**src/rtl/execute_alu_issue_if.sv**
```systemverilog
// Dispatch, writeback, flush and issue signal bundle for the ALU issue queue.
// The master side drives dispatch/wakeup/flush/stall, and the slave (queue) drives issue.
interface execute_alu_issue_if;
  logic        i_dsp_valid;
  logic        o_dsp_ready;
  logic        i_dsp_src0_rdy;
  logic [3:0]  i_dsp_src0_rob;
  logic [31:0] i_dsp_src0_value;
  logic        i_dsp_src1_rdy;
  logic [3:0]  i_dsp_src1_rob;
  logic [31:0] i_dsp_src1_value;
  logic [3:0]  i_dsp_dst_rob;
  logic [25:0] i_dsp_imm;
  logic [7:0]  i_dsp_fid;
  logic [4:0]  i_dsp_alu_cmd;
  logic        i_wb_valid;
  logic [3:0]  i_wb_rob;
  logic [31:0] i_wb_value;
  logic        i_flush;
  logic        i_iss_ready;
  logic        o_iss_valid;
  logic [31:0] o_iss_src0_value;
  logic [31:0] o_iss_src1_value;
  logic [3:0]  o_iss_dst_rob;
  logic [25:0] o_iss_imm;
  logic [7:0]  o_iss_fid;
  logic [4:0]  o_iss_alu_cmd;
  logic [3:0]  o_count;

  modport master (
    output i_dsp_valid, i_dsp_src0_rdy, i_dsp_src0_rob, i_dsp_src0_value,
    output i_dsp_src1_rdy, i_dsp_src1_rob, i_dsp_src1_value,
    output i_dsp_dst_rob, i_dsp_imm, i_dsp_fid, i_dsp_alu_cmd,
    output i_wb_valid, i_wb_rob, i_wb_value, i_flush, i_iss_ready,
    input  o_dsp_ready, o_iss_valid, o_iss_src0_value, o_iss_src1_value,
    input  o_iss_dst_rob, o_iss_imm, o_iss_fid, o_iss_alu_cmd, o_count
  );

  modport slave (
    input  i_dsp_valid, i_dsp_src0_rdy, i_dsp_src0_rob, i_dsp_src0_value,
    input  i_dsp_src1_rdy, i_dsp_src1_rob, i_dsp_src1_value,
    input  i_dsp_dst_rob, i_dsp_imm, i_dsp_fid, i_dsp_alu_cmd,
    input  i_wb_valid, i_wb_rob, i_wb_value, i_flush, i_iss_ready,
    output o_dsp_ready, o_iss_valid, o_iss_src0_value, o_iss_src1_value,
    output o_iss_dst_rob, o_iss_imm, o_iss_fid, o_iss_alu_cmd, o_count
  );
endinterface

```
**src/rtl/execute_alu_issue.sv**
```systemverilog
// Compacting ALU issue queue: holds uops until both sources are ready, wakes them from the
// writeback broadcast and issues the oldest ready entry, at most one per cycle.
module execute_alu_issue #(
  parameter int unsigned DEPTH = 4
) (
  input logic                clk,
  input logic                reset,
  execute_alu_issue_if.slave bus
);

  localparam int unsigned IdxW     = (DEPTH > 1) ? $clog2(DEPTH) : 1;
  localparam logic [3:0]  DepthCnt = 4'(DEPTH);

  typedef struct packed {
    logic        valid;
    logic        s0_rdy;
    logic [3:0]  s0_rob;
    logic [31:0] s0_val;
    logic        s1_rdy;
    logic [3:0]  s1_rob;
    logic [31:0] s1_val;
    logic [3:0]  dst_rob;
    logic [25:0] imm;
    logic [7:0]  fid;
    logic [4:0]  alu_cmd;
  } entry_t;

  entry_t [DEPTH-1:0] ent_q, ent_d;
  entry_t [DEPTH:0]   ent_ext;
  logic   [3:0]       count_q, count_d;
  logic   [DEPTH-1:0] rdy;
  logic               any_rdy;
  logic   [IdxW-1:0]  sel;
  entry_t             sel_ent;
  entry_t             new_ent;
  logic               iss_fire;
  logic               dsp_ready;
  logic               dsp_fire;
  logic   [3:0]       widx;

  // Oldest-ready select: the first ready index wins since entry 0 is the oldest.
  always_comb begin
    any_rdy = 1'b0;
    sel     = '0;
    rdy     = '0;
    for (int unsigned k = 0; k < DEPTH; k++) begin
      rdy[k] = ent_q[k].valid & ent_q[k].s0_rdy & ent_q[k].s1_rdy;
      if (rdy[k] && !any_rdy) begin
        any_rdy = 1'b1;
        sel     = IdxW'(k);
      end
    end
  end

  assign sel_ent   = ent_q[sel];
  assign iss_fire  = any_rdy & bus.i_iss_ready & ~bus.i_flush & ~reset;
  assign dsp_ready = (count_q < DepthCnt) & ~reset;
  assign dsp_fire  = bus.i_dsp_valid & dsp_ready & ~bus.i_flush;
  assign widx      = count_q - 4'(iss_fire);

  assign bus.o_dsp_ready      = dsp_ready;
  assign bus.o_iss_valid      = iss_fire;
  assign bus.o_iss_src0_value = iss_fire ? sel_ent.s0_val  : '0;
  assign bus.o_iss_src1_value = iss_fire ? sel_ent.s1_val  : '0;
  assign bus.o_iss_dst_rob    = iss_fire ? sel_ent.dst_rob : '0;
  assign bus.o_iss_imm        = iss_fire ? sel_ent.imm     : '0;
  assign bus.o_iss_fid        = iss_fire ? sel_ent.fid     : '0;
  assign bus.o_iss_alu_cmd    = iss_fire ? sel_ent.alu_cmd : '0;
  assign bus.o_count          = count_q;

  // Incoming uop, with a same-cycle writeback bypassed into a waiting source.
  always_comb begin
    new_ent         = '0;
    new_ent.valid   = 1'b1;
    new_ent.s0_rob  = bus.i_dsp_src0_rob;
    new_ent.s1_rob  = bus.i_dsp_src1_rob;
    new_ent.s0_rdy  = bus.i_dsp_src0_rdy;
    new_ent.s1_rdy  = bus.i_dsp_src1_rdy;
    new_ent.s0_val  = bus.i_dsp_src0_value;
    new_ent.s1_val  = bus.i_dsp_src1_value;
    new_ent.dst_rob = bus.i_dsp_dst_rob;
    new_ent.imm     = bus.i_dsp_imm;
    new_ent.fid     = bus.i_dsp_fid;
    new_ent.alu_cmd = bus.i_dsp_alu_cmd;
    if (!bus.i_dsp_src0_rdy && bus.i_wb_valid && bus.i_wb_rob == bus.i_dsp_src0_rob) begin
      new_ent.s0_rdy = 1'b1;
      new_ent.s0_val = bus.i_wb_value;
    end
    if (!bus.i_dsp_src1_rdy && bus.i_wb_valid && bus.i_wb_rob == bus.i_dsp_src1_rob) begin
      new_ent.s1_rdy = 1'b1;
      new_ent.s1_val = bus.i_wb_value;
    end
  end

  always_comb begin
    ent_ext              = '0;
    ent_ext[DEPTH-1:0]   = ent_q;
    ent_d                = ent_q;
    count_d              = count_q + 4'(dsp_fire) - 4'(iss_fire);
    for (int unsigned k = 0; k < DEPTH; k++) begin
      // Compaction first, so wakeup lands on the entry's post-shift slot.
      if (iss_fire && k >= 32'(sel)) begin
        ent_d[k] = ent_ext[k+1];
      end
      if (ent_d[k].valid && bus.i_wb_valid) begin
        if (!ent_d[k].s0_rdy && ent_d[k].s0_rob == bus.i_wb_rob) begin
          ent_d[k].s0_rdy = 1'b1;
          ent_d[k].s0_val = bus.i_wb_value;
        end
        if (!ent_d[k].s1_rdy && ent_d[k].s1_rob == bus.i_wb_rob) begin
          ent_d[k].s1_rdy = 1'b1;
          ent_d[k].s1_val = bus.i_wb_value;
        end
      end
      if (dsp_fire && 4'(k) == widx) begin
        ent_d[k] = new_ent;
      end
    end
    if (bus.i_flush) begin
      ent_d   = '0;
      count_d = '0;
    end
  end

  always_ff @(posedge clk) begin
    if (reset) begin
      ent_q   <= '0;
      count_q <= '0;
    end else begin
      ent_q   <= ent_d;
      count_q <= count_d;
    end
  end

endmodule

```
**src/flat_wrapper.sv**
```systemverilog
// flat-port wrapper written by rule: the top's interface ports become plain ports
module execute_alu_issue_flat 
#(
  parameter int unsigned DEPTH = 4
)
  (clk, reset, bus_i_dsp_valid, bus_i_dsp_src0_rdy, bus_i_dsp_src0_rob, bus_i_dsp_src0_value, bus_i_dsp_src1_rdy, bus_i_dsp_src1_rob, bus_i_dsp_src1_value, bus_i_dsp_dst_rob, bus_i_dsp_imm, bus_i_dsp_fid, bus_i_dsp_alu_cmd, bus_i_wb_valid, bus_i_wb_rob, bus_i_wb_value, bus_i_flush, bus_i_iss_ready, bus_o_dsp_ready, bus_o_iss_valid, bus_o_iss_src0_value, bus_o_iss_src1_value, bus_o_iss_dst_rob, bus_o_iss_imm, bus_o_iss_fid, bus_o_iss_alu_cmd, bus_o_count);
  execute_alu_issue_if bus_i ();
  input logic clk;
  input logic reset;
  input wire logic [$bits(bus_i.i_dsp_valid)-1:0] bus_i_dsp_valid;
  input wire logic [$bits(bus_i.i_dsp_src0_rdy)-1:0] bus_i_dsp_src0_rdy;
  input wire logic [$bits(bus_i.i_dsp_src0_rob)-1:0] bus_i_dsp_src0_rob;
  input wire logic [$bits(bus_i.i_dsp_src0_value)-1:0] bus_i_dsp_src0_value;
  input wire logic [$bits(bus_i.i_dsp_src1_rdy)-1:0] bus_i_dsp_src1_rdy;
  input wire logic [$bits(bus_i.i_dsp_src1_rob)-1:0] bus_i_dsp_src1_rob;
  input wire logic [$bits(bus_i.i_dsp_src1_value)-1:0] bus_i_dsp_src1_value;
  input wire logic [$bits(bus_i.i_dsp_dst_rob)-1:0] bus_i_dsp_dst_rob;
  input wire logic [$bits(bus_i.i_dsp_imm)-1:0] bus_i_dsp_imm;
  input wire logic [$bits(bus_i.i_dsp_fid)-1:0] bus_i_dsp_fid;
  input wire logic [$bits(bus_i.i_dsp_alu_cmd)-1:0] bus_i_dsp_alu_cmd;
  input wire logic [$bits(bus_i.i_wb_valid)-1:0] bus_i_wb_valid;
  input wire logic [$bits(bus_i.i_wb_rob)-1:0] bus_i_wb_rob;
  input wire logic [$bits(bus_i.i_wb_value)-1:0] bus_i_wb_value;
  input wire logic [$bits(bus_i.i_flush)-1:0] bus_i_flush;
  input wire logic [$bits(bus_i.i_iss_ready)-1:0] bus_i_iss_ready;
  output wire logic [$bits(bus_i.o_dsp_ready)-1:0] bus_o_dsp_ready;
  output wire logic [$bits(bus_i.o_iss_valid)-1:0] bus_o_iss_valid;
  output wire logic [$bits(bus_i.o_iss_src0_value)-1:0] bus_o_iss_src0_value;
  output wire logic [$bits(bus_i.o_iss_src1_value)-1:0] bus_o_iss_src1_value;
  output wire logic [$bits(bus_i.o_iss_dst_rob)-1:0] bus_o_iss_dst_rob;
  output wire logic [$bits(bus_i.o_iss_imm)-1:0] bus_o_iss_imm;
  output wire logic [$bits(bus_i.o_iss_fid)-1:0] bus_o_iss_fid;
  output wire logic [$bits(bus_i.o_iss_alu_cmd)-1:0] bus_o_iss_alu_cmd;
  output wire logic [$bits(bus_i.o_count)-1:0] bus_o_count;
  assign bus_i.i_dsp_valid = bus_i_dsp_valid;
  assign bus_i.i_dsp_src0_rdy = bus_i_dsp_src0_rdy;
  assign bus_i.i_dsp_src0_rob = bus_i_dsp_src0_rob;
  assign bus_i.i_dsp_src0_value = bus_i_dsp_src0_value;
  assign bus_i.i_dsp_src1_rdy = bus_i_dsp_src1_rdy;
  assign bus_i.i_dsp_src1_rob = bus_i_dsp_src1_rob;
  assign bus_i.i_dsp_src1_value = bus_i_dsp_src1_value;
  assign bus_i.i_dsp_dst_rob = bus_i_dsp_dst_rob;
  assign bus_i.i_dsp_imm = bus_i_dsp_imm;
  assign bus_i.i_dsp_fid = bus_i_dsp_fid;
  assign bus_i.i_dsp_alu_cmd = bus_i_dsp_alu_cmd;
  assign bus_i.i_wb_valid = bus_i_wb_valid;
  assign bus_i.i_wb_rob = bus_i_wb_rob;
  assign bus_i.i_wb_value = bus_i_wb_value;
  assign bus_i.i_flush = bus_i_flush;
  assign bus_i.i_iss_ready = bus_i_iss_ready;
  assign bus_o_dsp_ready = bus_i.o_dsp_ready;
  assign bus_o_iss_valid = bus_i.o_iss_valid;
  assign bus_o_iss_src0_value = bus_i.o_iss_src0_value;
  assign bus_o_iss_src1_value = bus_i.o_iss_src1_value;
  assign bus_o_iss_dst_rob = bus_i.o_iss_dst_rob;
  assign bus_o_iss_imm = bus_i.o_iss_imm;
  assign bus_o_iss_fid = bus_i.o_iss_fid;
  assign bus_o_iss_alu_cmd = bus_i.o_iss_alu_cmd;
  assign bus_o_count = bus_i.o_count;
  execute_alu_issue #(.DEPTH(DEPTH)) u_core (.clk(clk), .reset(reset), .bus(bus_i));
endmodule
```
**config.mk**
```make
export PLATFORM = sky130hd
export DESIGN_NAME = execute_alu_issue_flat
export DESIGN_NICKNAME = d
export VERILOG_FILES = /design/src/rtl/execute_alu_issue_if.sv /design/src/rtl/execute_alu_issue.sv /design/src/flat_wrapper.sv
export SDC_FILE = /design/constraint.sdc
export NUM_CORES = 2
export LEC_CHECK = 0
export CAP_MARGIN = 20
export CORE_MARGIN = 2
export CORE_UTILIZATION = 30
export DETAILED_ROUTE_END_ITERATION = 8
export GPL_TIMING_DRIVEN = 0
export SYNTH_ARGS = -nofsm -noshare
export SYNTH_HDL_FRONTEND = slang
export SYNTH_SLANG_ARGS = --single-unit
```
**constraint.sdc**
```tcl
create_clock -name clk -period 8 [get_ports clk]
set_input_delay 1.6 -clock clk [delete_from_list [all_inputs] [get_ports clk]]
set_output_delay 1.6 -clock clk [all_outputs]
set_load 0.02 [all_outputs]
```
==> insert_results.sql <==
INSERT INTO impl_metrics (metric_group, metric, value, unit) VALUES
('run_status', 'run_status', 'finished, final reports clean', ''),
('synth', 'ys_ff_latch', '476', ''),
('critical_path', 'cp_common_cell', 'clkdlybuf4s50_1', ''),
('sta', 'max_slew_violation_total_from_the_final_report', '0', ''),
('layout', 'area.growth.synth_to_final', '23.0', '%'),
('clock_tree', 'clock_latency', '0.67', 'ns'),
('floorplanning', 'floorplan.die.height', '306', 'um'),
('clock_tree', 'cts_inserted_buffers', '55', ''),
('power_and_ir_drop', 'clock_power_share', '0.490', ''),
('sta', 'upper_clock_frequency_limit', '0.125', 'GHz'),
('critical_path', 'worst_r2r_path_depth', '14', ''),
('placement', 'dpl-instance-area', '31600', 'um2'),
('critical_path', 'worstPathMaxFanout', '15', ''),
('sta', 'final.min_clock_period', '7.98', 'ns'),
('sta', 'grt_setup_unrepaired', 'no', ''),
('floorplanning', 'dieWidth', '306', 'um'),
('synth', 'async_reset_ff_frac', '0', ''),
('clock_tree', 'tritoncts_num_sinks', '476', ''),
('critical_path', 'crit_path_start_kind', 'primary input', ''),
('run', 'max_cap_viol_count', '0', ''),
('clock_tree', 'hold_buffers', '0', ''),
('hold_path', 'hold_class', 'register to register', ''),
('sta', 'setup_viol', '0', ''),
('clock_tree', 'post_cts_resized', '7', ''),
('sta', 'fin_worst_hold_slack', '0.482', 'ns'),
('synth', 'postSynthCellCount', '3602', ''),
('power_and_ir_drop', 'p_sw_frac', '0.267', ''),
('layout', 'layout.area.seq', '9530', 'um2'),
('clock_tree', 'cts_tree', 'yes', ''),
('layout', 'post_route_cells_drive_above_1_share', '0.0607', ''),
('global_routing', 'grt_antenna_before_repair', '5', ''),
('layout', 'instances_no_fill', '5163', ''),
('synth', 'synth_top_area_cell', 'dfxtp_1', ''),
('clock_tree', 'cts.htree.levels', '2', ''),
('layout', 'finish.net_count', '4111', ''),
('power_and_ir_drop', 'p_total', '5.55', 'mW'),
('critical_path', 'max_stage_delay', '0.74', 'ns'),
('power_and_ir_drop', 'p_per_area', '165', 'nW/um2'),
('layout', 'most-common-layout-cells', '832 x nand2_1, 476 x dfxtp_1, 352 x nand3_1', ''),
('clock_tree', 'clock_root_buffer', 'clkbuf_16', ''),
('hold_path', 'worstHoldPathCells', '2', ''),
('layout', 'finalCoreUtilization', '0.372', ''),
('clock_tree', 'cts_setup_buffers', '0', ''),
('sta', 'timing.final.ws_setup', '0.0233', 'ns'),
('global_routing', 'globalRouteTotalUtil', '0.314', ''),
('layout', 'postLayoutCellArea', '33600', 'um2'),
('synth', 'share_of_the_synthesized_area_in_the_top_cell_type', '0.349', ''),
('critical_path', 'path_depth', '9', ''),
('sta', 'fin_crit_sh', '0.997', ''),
('floorplanning', 'floorplan.core_area', '90100', 'um2'),
('synth', 'seq_area_frac_synth', '0.349', ''),
('critical_path', 'critPathRequiredTime', '6.40', 'ns'),
('critical_path', 'reg_to_reg_setup_timing_slack', '2.06', 'ns'),
('synth', 'synth.net_count', '3769', ''),
('global_routing', 'number_of_global_route_vias_before_repair', '30200', ''),
('synth', 'synth.cell_area', '27300', 'um2'),
('route', 'drt_first_pass_iters', '9', ''),
('global_routing', 'grt_pass1_wl', '216000', 'um'),
('synth', 'postSynth.topFlopCell', 'dfxtp_1', ''),
('power_and_ir_drop', 'pwr-share-seq', '0.433', ''),
('sta', 'timing.max_slew.rel_slack', '0.0955', ''),
('clock_tree', 'cts_max_path_buffers', '3', ''),
('critical_path', 'path_class', 'primary input to output port', ''),
('power_and_ir_drop', 'p_int', '4.07', 'mW'),
('power_and_ir_drop', 'power.net_switching', '1.48', 'mW'),
('placement', 'io_buffers', '270', ''),
('placement', 'post-dp-hpwl', '110000', 'um'),
('route', 'routed_via_density', '6.29', ''),
('critical_path', 'critical_path_buf_inv_count', '5', ''),
('floorplanning', 'io_pins', '272', ''),
('floorplanning', 'initial_core_util', '0.303', '');
==> cells by family (layout without fill, tap and decap cells) <==
| logic type | count (synthesis) | after routing | share of synthesized area |
|---|---|---|---|
| XOR/XNOR | 18 | 18 | 0.00577 |
| other | 0 | 2 | 0 |
| AND/OR/NAND/NOR | 1558 | 1558 | 0.244 |
| flip-flops | 476 | 476 | 0.349 |
| multiplexers | 267 | 267 | 0.0998 |
| buffers and inverters | 394 | 777 | 0.0582 |
| AO/OA/AOI/OAI | 881 | 881 | 0.239 |
| adder cells (fa/ha/maj) | 8 | 8 | 0.00394 |
==> worst min-delay path, cell delays in order, from the launching register on <==
cell,delay (ns)
dfxtp_1,0.32
nand2_1,0.06
a311oi_1,0.07
==> metal layers <==
layer | GRT usage | up-vias | share of wire
li1 | - | 13800 | -
met1 | 0.390 | 15500 | 0.37
met2 | 0.467 | 2592 | 0.42
met3 | 0.111 | 599 | 0.14
met4 | 0.182 | 8 | 0.066
met5 | 0 | - | 0.00099
==> path summary, 6_finish.rpt <==
| check | start | endpoint |
|---|---|---|
| max | bus_i_flush | bus_o_iss_src0_value[29] |
| min | u_core.ent_ext[394] | u_core.ent_ext[276] |
| max reg2reg | u_core.ent_ext[235] | u_core.ent_ext[278] |
| min reg2reg | u_core.ent_ext[394] | u_core.ent_ext[276] |
==> power groups by stage <==
| stage | Combinational (mW) | Sequential [mW] | Clock [mW] |
|---|---|---|---|
| floorplan | 0.173 | 2.45 | 0 |
| global placement | 0.405 | 2.46 | 0 |
| detailed placement | 0.405 | 2.46 | 0 |
| CTS | 0.407 | 2.40 | 2.70 |
| global route | 0.436 | 2.40 | 2.79 |
| finish | 0.424 | 2.40 | 2.72 |
==> flip-flops by register name, indices dropped and copies added (netlist names) <==
signal,flops
u_core.ent_ext,472
u_core.bus.o_count,4
==> Yosys cell counts (11+ instances only) <==
library cell	n
nand2_1	832
dfxtp_1	476
nand3_1	352
clkbuf_1	282
a21oi_1	247
nor2_1	244
mux2i_1	229
a211oi_1	159
a311oi_1	139
o221ai_1	128
a221oi_1	51
nand2b_1	50
buf_2	48
a22oi_1	46
buf_1	38
mux2_2	36
o22ai_1	32
and2_1	29
a2111oi_2	20
inv_1	14
o21ai_0	11
xnor2_1	11
==> final cells by class <==
type | instances | share of cell area
tap | 1176 | 0.0438
buffer | 377 | 0.0463
timing repair buffer | 286 | 0.0865
clock buffer | 78 | 0.0471
antenna | 2 | 0.000149
multi-input combinational | 2732 | 0.482
sequential | 476 | 0.284
inverter | 16 | 0.00179
clock inverter | 20 | 0.00838
(Power assumes the default switching activity.)
